### src/rtl/serial_adder_seq.sv
// serial_adder_seq: multi-cycle WIDTH-bit adder built on one 2-bit `adder`
// slice. Two bits are added per clock, least-significant pair first, with
// the inter-slice carry held in a register.
//
// Optional build macro: SERIAL_ADDER_OVF_EN
//   When defined, adds the `ovf` output (two's-complement signed overflow of
//   a+b+c_in). When undefined, the port and its logic do not exist.

// Two-bit ripple slice: {c_out, s} = a + b + c_in.
module adder (
    input  logic [1:0] a,
    input  logic [1:0] b,
    input  logic       c_in,
    output logic [1:0] s,
    output logic       c_out
);
    logic [2:0] total_s;

    assign total_s = {1'b0, a} + {1'b0, b} + {2'b00, c_in};
    assign s       = total_s[1:0];
    assign c_out   = total_s[2];
endmodule

module serial_adder_seq #(
    parameter int WIDTH = 8
) (
    input  logic             clk,
    input  logic             rst,
    input  logic             start,
    input  logic [WIDTH-1:0] a,
    input  logic [WIDTH-1:0] b,
    input  logic             c_in,
    output logic             busy,
    output logic             done,
    output logic [WIDTH-1:0] sum,
    output logic             c_out
`ifdef SERIAL_ADDER_OVF_EN
    ,
    output logic             ovf
`endif
);
    localparam int SLICES = WIDTH / 2;
    localparam int IDX_W  = (SLICES > 1) ? $clog2(SLICES) : 1;
    localparam logic [IDX_W-1:0] LAST_IDX = IDX_W'(SLICES - 1);

    // An odd or too-small width cannot be split into 2-bit slices.
    generate
        if ((WIDTH < 2) || ((WIDTH % 2) != 0)) begin : g_width_check
            $error("serial_adder_seq: WIDTH must be even and >= 2");
        end
    endgenerate

    typedef enum logic [1:0] {
        IDLE = 2'b00,
        RUN  = 2'b01,
        DONE = 2'b10
    } state_t;

    state_t           state_r;
    state_t           state_next_s;
    logic [IDX_W-1:0] idx_r;
    logic             carry_r;
    logic [WIDTH-1:0] a_r;
    logic [WIDTH-1:0] b_r;
    logic [WIDTH-1:0] sum_r;
    logic             c_out_r;
    logic             busy_r;
    logic             done_r;

    logic             load_s;
    logic             step_s;
    logic             last_s;
    logic [1:0]       slice_a_s;
    logic [1:0]       slice_b_s;
    logic [1:0]       slice_s_s;
    logic             slice_c_s;
    logic [WIDTH-1:0] sum_next_s;

    adder u_adder (
        .a     (slice_a_s),
        .b     (slice_b_s),
        .c_in  (carry_r),
        .s     (slice_s_s),
        .c_out (slice_c_s)
    );

    assign last_s = (idx_r == LAST_IDX);

    // Select the operand pair for the current slice and merge its result into the sum.
    always_comb begin
        slice_a_s  = 2'b00;
        slice_b_s  = 2'b00;
        sum_next_s = sum_r;
        for (int k = 0; k < SLICES; k++) begin
            if (idx_r == IDX_W'(k)) begin
                slice_a_s                = a_r[2*k +: 2];
                slice_b_s                = b_r[2*k +: 2];
                sum_next_s[2*k +: 2]     = slice_s_s;
            end else begin
                slice_a_s  = slice_a_s;
                slice_b_s  = slice_b_s;
                sum_next_s = sum_next_s;
            end
        end
    end

    // Next-state and datapath control decode.
    always_comb begin
        state_next_s = state_r;
        load_s       = 1'b0;
        step_s       = 1'b0;
        case (state_r)
            IDLE: begin
                if (start) begin
                    load_s       = 1'b1;
                    state_next_s = RUN;
                end else begin
                    state_next_s = IDLE;
                end
            end
            RUN: begin
                step_s = 1'b1;
                if (last_s) begin
                    state_next_s = DONE;
                end else begin
                    state_next_s = RUN;
                end
            end
            DONE: begin
                if (start) begin
                    load_s       = 1'b1;
                    state_next_s = RUN;
                end else begin
                    state_next_s = IDLE;
                end
            end
            default: begin
                state_next_s = IDLE;
            end
        endcase
    end

    // State register.
    always_ff @(posedge clk) begin
        if (rst) begin
            state_r <= IDLE;
        end else begin
            state_r <= state_next_s;
        end
    end

    // Operand capture, per-slice sum/carry update and registered status flags.
    always_ff @(posedge clk) begin
        if (rst) begin
            a_r     <= {WIDTH{1'b0}};
            b_r     <= {WIDTH{1'b0}};
            idx_r   <= {IDX_W{1'b0}};
            carry_r <= 1'b0;
            sum_r   <= {WIDTH{1'b0}};
            c_out_r <= 1'b0;
            busy_r  <= 1'b0;
            done_r  <= 1'b0;
        end else begin
            if (load_s) begin
                a_r     <= a;
                b_r     <= b;
                carry_r <= c_in;
                idx_r   <= {IDX_W{1'b0}};
                sum_r   <= {WIDTH{1'b0}};
                c_out_r <= 1'b0;
            end else if (step_s) begin
                sum_r   <= sum_next_s;
                carry_r <= slice_c_s;
                idx_r   <= idx_r + IDX_W'(1);
                if (last_s) begin
                    c_out_r <= slice_c_s;
                end
            end
            busy_r <= (state_next_s == RUN);
            done_r <= (state_next_s == DONE);
        end
    end

`ifdef SERIAL_ADDER_OVF_EN
    logic ovf_r;

    // Signed overflow: carry into the MSB (a1^b1^s1 of the last slice) XOR carry out.
    always_ff @(posedge clk) begin
        if (rst) begin
            ovf_r <= 1'b0;
        end else if (load_s) begin
            ovf_r <= 1'b0;
        end else if (step_s && last_s) begin
            ovf_r <= (slice_a_s[1] ^ slice_b_s[1] ^ slice_s_s[1]) ^ slice_c_s;
        end
    end

    assign ovf = ovf_r;
`endif

    assign busy  = busy_r;
    assign done  = done_r;
    assign sum   = sum_r;
    assign c_out = c_out_r;

endmodule

### config.mk
export PLATFORM = sky130hd
export DESIGN_NAME = serial_adder_seq
export DESIGN_NICKNAME = d
export VERILOG_FILES = /design/src/rtl/serial_adder_seq.sv
export SDC_FILE = /design/constraint.sdc
export NUM_CORES = 1
export LEC_CHECK = 0
export ABC_AREA = 1
export BUFFER_PORTS_ARGS = -buffer_cell sky130_fd_sc_hd__buf_2
export CORE_ASPECT_RATIO = 0.75
export CORE_MARGIN = 4
export CORE_UTILIZATION = 45
export CTS_BUF_LIST = sky130_fd_sc_hd__clkbuf_8
export DETAILED_ROUTE_END_ITERATION = 8
export PLACE_DENSITY_LB_ADDON = 0.3
export SLEW_MARGIN = 40
export SYNTH_ARGS = -nofsm -noshare
export SYNTH_HDL_FRONTEND = slang
export SYNTH_SLANG_ARGS = --single-unit
### constraint.sdc
create_clock -name clk -period 2.45 [get_ports clk]
set_input_delay 0.1225 -clock clk [delete_from_list [all_inputs] [get_ports clk]]
set_output_delay 0.1225 -clock clk [all_outputs]
set_load 0.03 [all_outputs]
==> results by group <==
Critical path
  – Reg2Reg Depth: 13
  – Crit path required time: 2.63 ns
  – CP startpoint: idx_r[1]$_SDFFE_PP0P_
  – Crit path arrival time: about 2.4 ns
  – Endpoint class of the critical path: register
  – FF-to-FF Start: idx_r[1]$_SDFFE_PP0P_
  – Crit-path max FO: 7
  – R2r endpoint: sum[3]$_SDFFE_PP0P_
  – Critical path startpoint category: register
  – Crit path kind: register to register
  – R2r setup slk: approximately 0.19 ns

STA
  – RSZ-0062 raised after global routing: false
  – FMAX: about 440 MHz
  – Final worst slack: 0.186 ns
  – Max-slew violations: 0
  – Setup TNS: 0 ns
  – Slew headroom: about 82%
  – Final hold violations: 0
  – Final min period: roughly 2.3 ns
  – Final setup viols: 0
  – Fin Clk Skew: about 0.0052 ns
  – Final period util: approximately 92%
  – Slew @ Worst Pin: ~0.27 ns

Placement
  – Pre-CTS setup slack: about 0.045 ns
  – Post-DP HPWL: about 2.2 mm
  – Port Buffers: 30
  – Placer Congestion: around 0.82

CTS
  – Root Buffer: clkbuf_8
  – H-tree Lvls: 2
  – Clock buffer depth: 2
  – Post-CTS Setup Bufs: 0
  – Clk_lat worst skew: 0.27 ns
  – Clock sinks: 32
  – Num CTS Buffers: 5
  – Clock slew at reported path FFs: 0.07 ns
  – CTS tree: built

Synthesis
  – Top area cells in the synthesized netlist: dfxtp_1 44%, nand2_1 12%, nor2_1 12%
  – Post-synthesis mux area share: 0%
  – Cells after Synth: 207
  – Register area share after synthesis: between 40% and 50%
  – Synthesized area: between 0.001 and 0.0015 sq mm
  – Xor and xnor area share after synthesis: 0%
  – Ys Warns: 0
  – Adder-cell share of the synthesized area: 6.20%
  – Main combinational cell family by area after synthesis: simple AND/OR/NAND/NOR gates
  – Synth top area share: roughly 44%
  – Post-synth cell types: 19
  – Post-synth top area cell: dfxtp_1
  – Seq cells post-synth: 32
  – Post-synth EDFFs: 0
  – Synth Area in Simple Gates: 30.5%
  – Ys async rst share: 0%
  – Syn_nets: roughly 230
  – Post-synthesis compound-gate area fraction: around 9.6%
  – Synth Flop Type: dfxtp_1
  – Syn avg cell area: ~7.0 sq um

Layout
  – Antenna Cells: 0
  – Fraction of layout cells with a size suffix above 1: roughly 23%
  – Filler cell count: approximately 310
  – Most frequent cells in the layout: 47 x nand2_1, 47 x nor2_1, 30 x dfxtp_1, 30 x buf_2, 23 x inv_1
  – Synth-to-Final Area Change: 20.6%
  – Layout Nets: 267

Global routing
  – First-pass GRT wire length: 4.88 mm
  – Largest net degree at the start of global routing: 22
  – Met2 global-route usage: a little under 20%
  – GR Util All Layers: ~15%
  – GRT Residual Overflow: 0
  – Met1 usage: approximately 22%
  – GRT busiest layer: met1
  – GR met3 Demand/Resource: under 10%
  – Initial antenna violation count: 0
  – Vias in the first global route: ~1100

Route
  – Vias per inst: 4.49
  – Via Count: 1254
  – Residual DRC: 0
  – DRT iter0 DRCs: 78
  – Final ANT Viol Nets: 0
  – Detailed Routing Iterations Pass 1: 4
  – Post-Route WL: about 3 mm
  – Wire per inst: roughly 11 microns

Floorplan
  – Area of the core: slightly above 0.003 sq mm
  – Initial core utilization: between 40% and 50%
  – Row cnt: 17
  – Die footprint: 0.00421 sq mm
  – Die X: around 74 microns
  – Die height: 57.2 microns
  – Ports: 31

Hold path
  – Hold Path Cell Cnt: 3
  – Hold Crit Class: input port to register
  – Hold endpoint: a_r[1]$_SDFFE_PP0P_
  – Hold Startpoint: a[1]

Job
  – Max cap viols: 0

Power and ir drop
  – Worst VDD drop: around 0.40 mV
  – Power per cell area: between 600 and 700 mW/mm^2
  – Pleak: between 0.8 and 0.9 nW

Status
  – Status: finished clean
cell families after synthesis:
kind of cell / after synthesis
AOI/OAI and AO/OA: 28
adders and majority gates: 6
buffers and inverters: 33
DFF: 32
and+or+nand+nor: 108
stage by stage:
stage          total power [mW]  cell area, sq um  util, %  hold slack (ns)  instances
2_1_floorplan             0.707              1450        -            0.192        207
3_3_place_gp              0.751              1630     54.0            0.362        272
3_5_place_dp              0.755              1630     54.0            0.366        272
4_1_cts                    1.12              1710     56.6           0.0840        279
5_1_grt                    1.18              1750     58.0            0.104        279
6_report                   1.12              1750     58.0           0.0859        279
worst max path at each step:
stage,end,depth (start not counted),slack (ns)
global placement,sum[3]$_SDFFE_PP0P_,13,0.12
finish,sum[3]$_SDFFE_PP0P_,13,0.19
global route,sum[3]$_SDFFE_PP0P_,13,0.05
detailed placement,sum[3]$_SDFFE_PP0P_,12,0.04
floorplan,sum[3]$_SDFFE_PP0P_,12,0.23
CTS,sum[3]$_SDFFE_PP0P_,12,0.02
layer usage:
metal / vias to the layer above / share of wire, %
met3: 2 / 6.3
li1: 697 / -
met1: 526 / 56
met5: - / 0
met2: 29 / 37
met4: 0 / 0.40
synth_stat cells (2+ instances only):
master and n:
nand3_1 7, dfxtp_1 32, fa_1 2, nor2_1 47
a21oi_1 12, nand2_1 47, inv_2 3, o21ai_1 2
o21ai_0 14, nor2_4 2, or2_2 2, buf_2 2
nand2_2 2, ha_1 4, inv_1 25
flip-flops by register name, indices dropped and copies added, names as in the netlist:
name,count
a_r,8
b_r,8
sum,8
idx_r,2
state_r,2
busy,1
c_out,1
carry_r,1
done,1
worst max-delay path: stages, from the launching register on:
cell,delay (ns)
dfxtp_2,0.35
inv_2,0.10
ha_4,0.17
inv_1,0.08
nand2_1,0.07
nand3_1,0.08
nand2_1,0.07
nand2_1,0.06
fa_1,0.36
inv_1,0.09
fa_2,0.46
nand3b_1,0.17
nand2_1,0.07
nor2_1,0.03
power by group:
| group | total [mW] | switching, mW | internal [mW] |
|---|---|---|---|
| Combinational | 0.183 | 0.114 | 0.0697 |
| Clock | 0.368 | 0.179 | 0.189 |
| Sequential | 0.567 | 0.0157 | 0.552 |
| Total | 1.12 | 0.309 | 0.810 |
layout make-up:
cell class | count | area, sq um | area share, %
multi-input cells | 142 | 713 | 40.7
flip-flops and latches | 32 | 643 | 36.7
repair buffers | 32 | 165 | 9.43
inverters | 28 | 105 | 6.00
clock buffers | 5 | 68.8 | 3.93
well taps | 38 | 47.5 | 2.71
clock inverters | 2 | 8.76 | 0.500
repair_timing:
item                       in CTS  in global routing
setup endpoints to repair       0                  4
hold buffers                    0                  0
resized for setup               0                 12
Note: power is estimated with default switching activity, not from simulation.
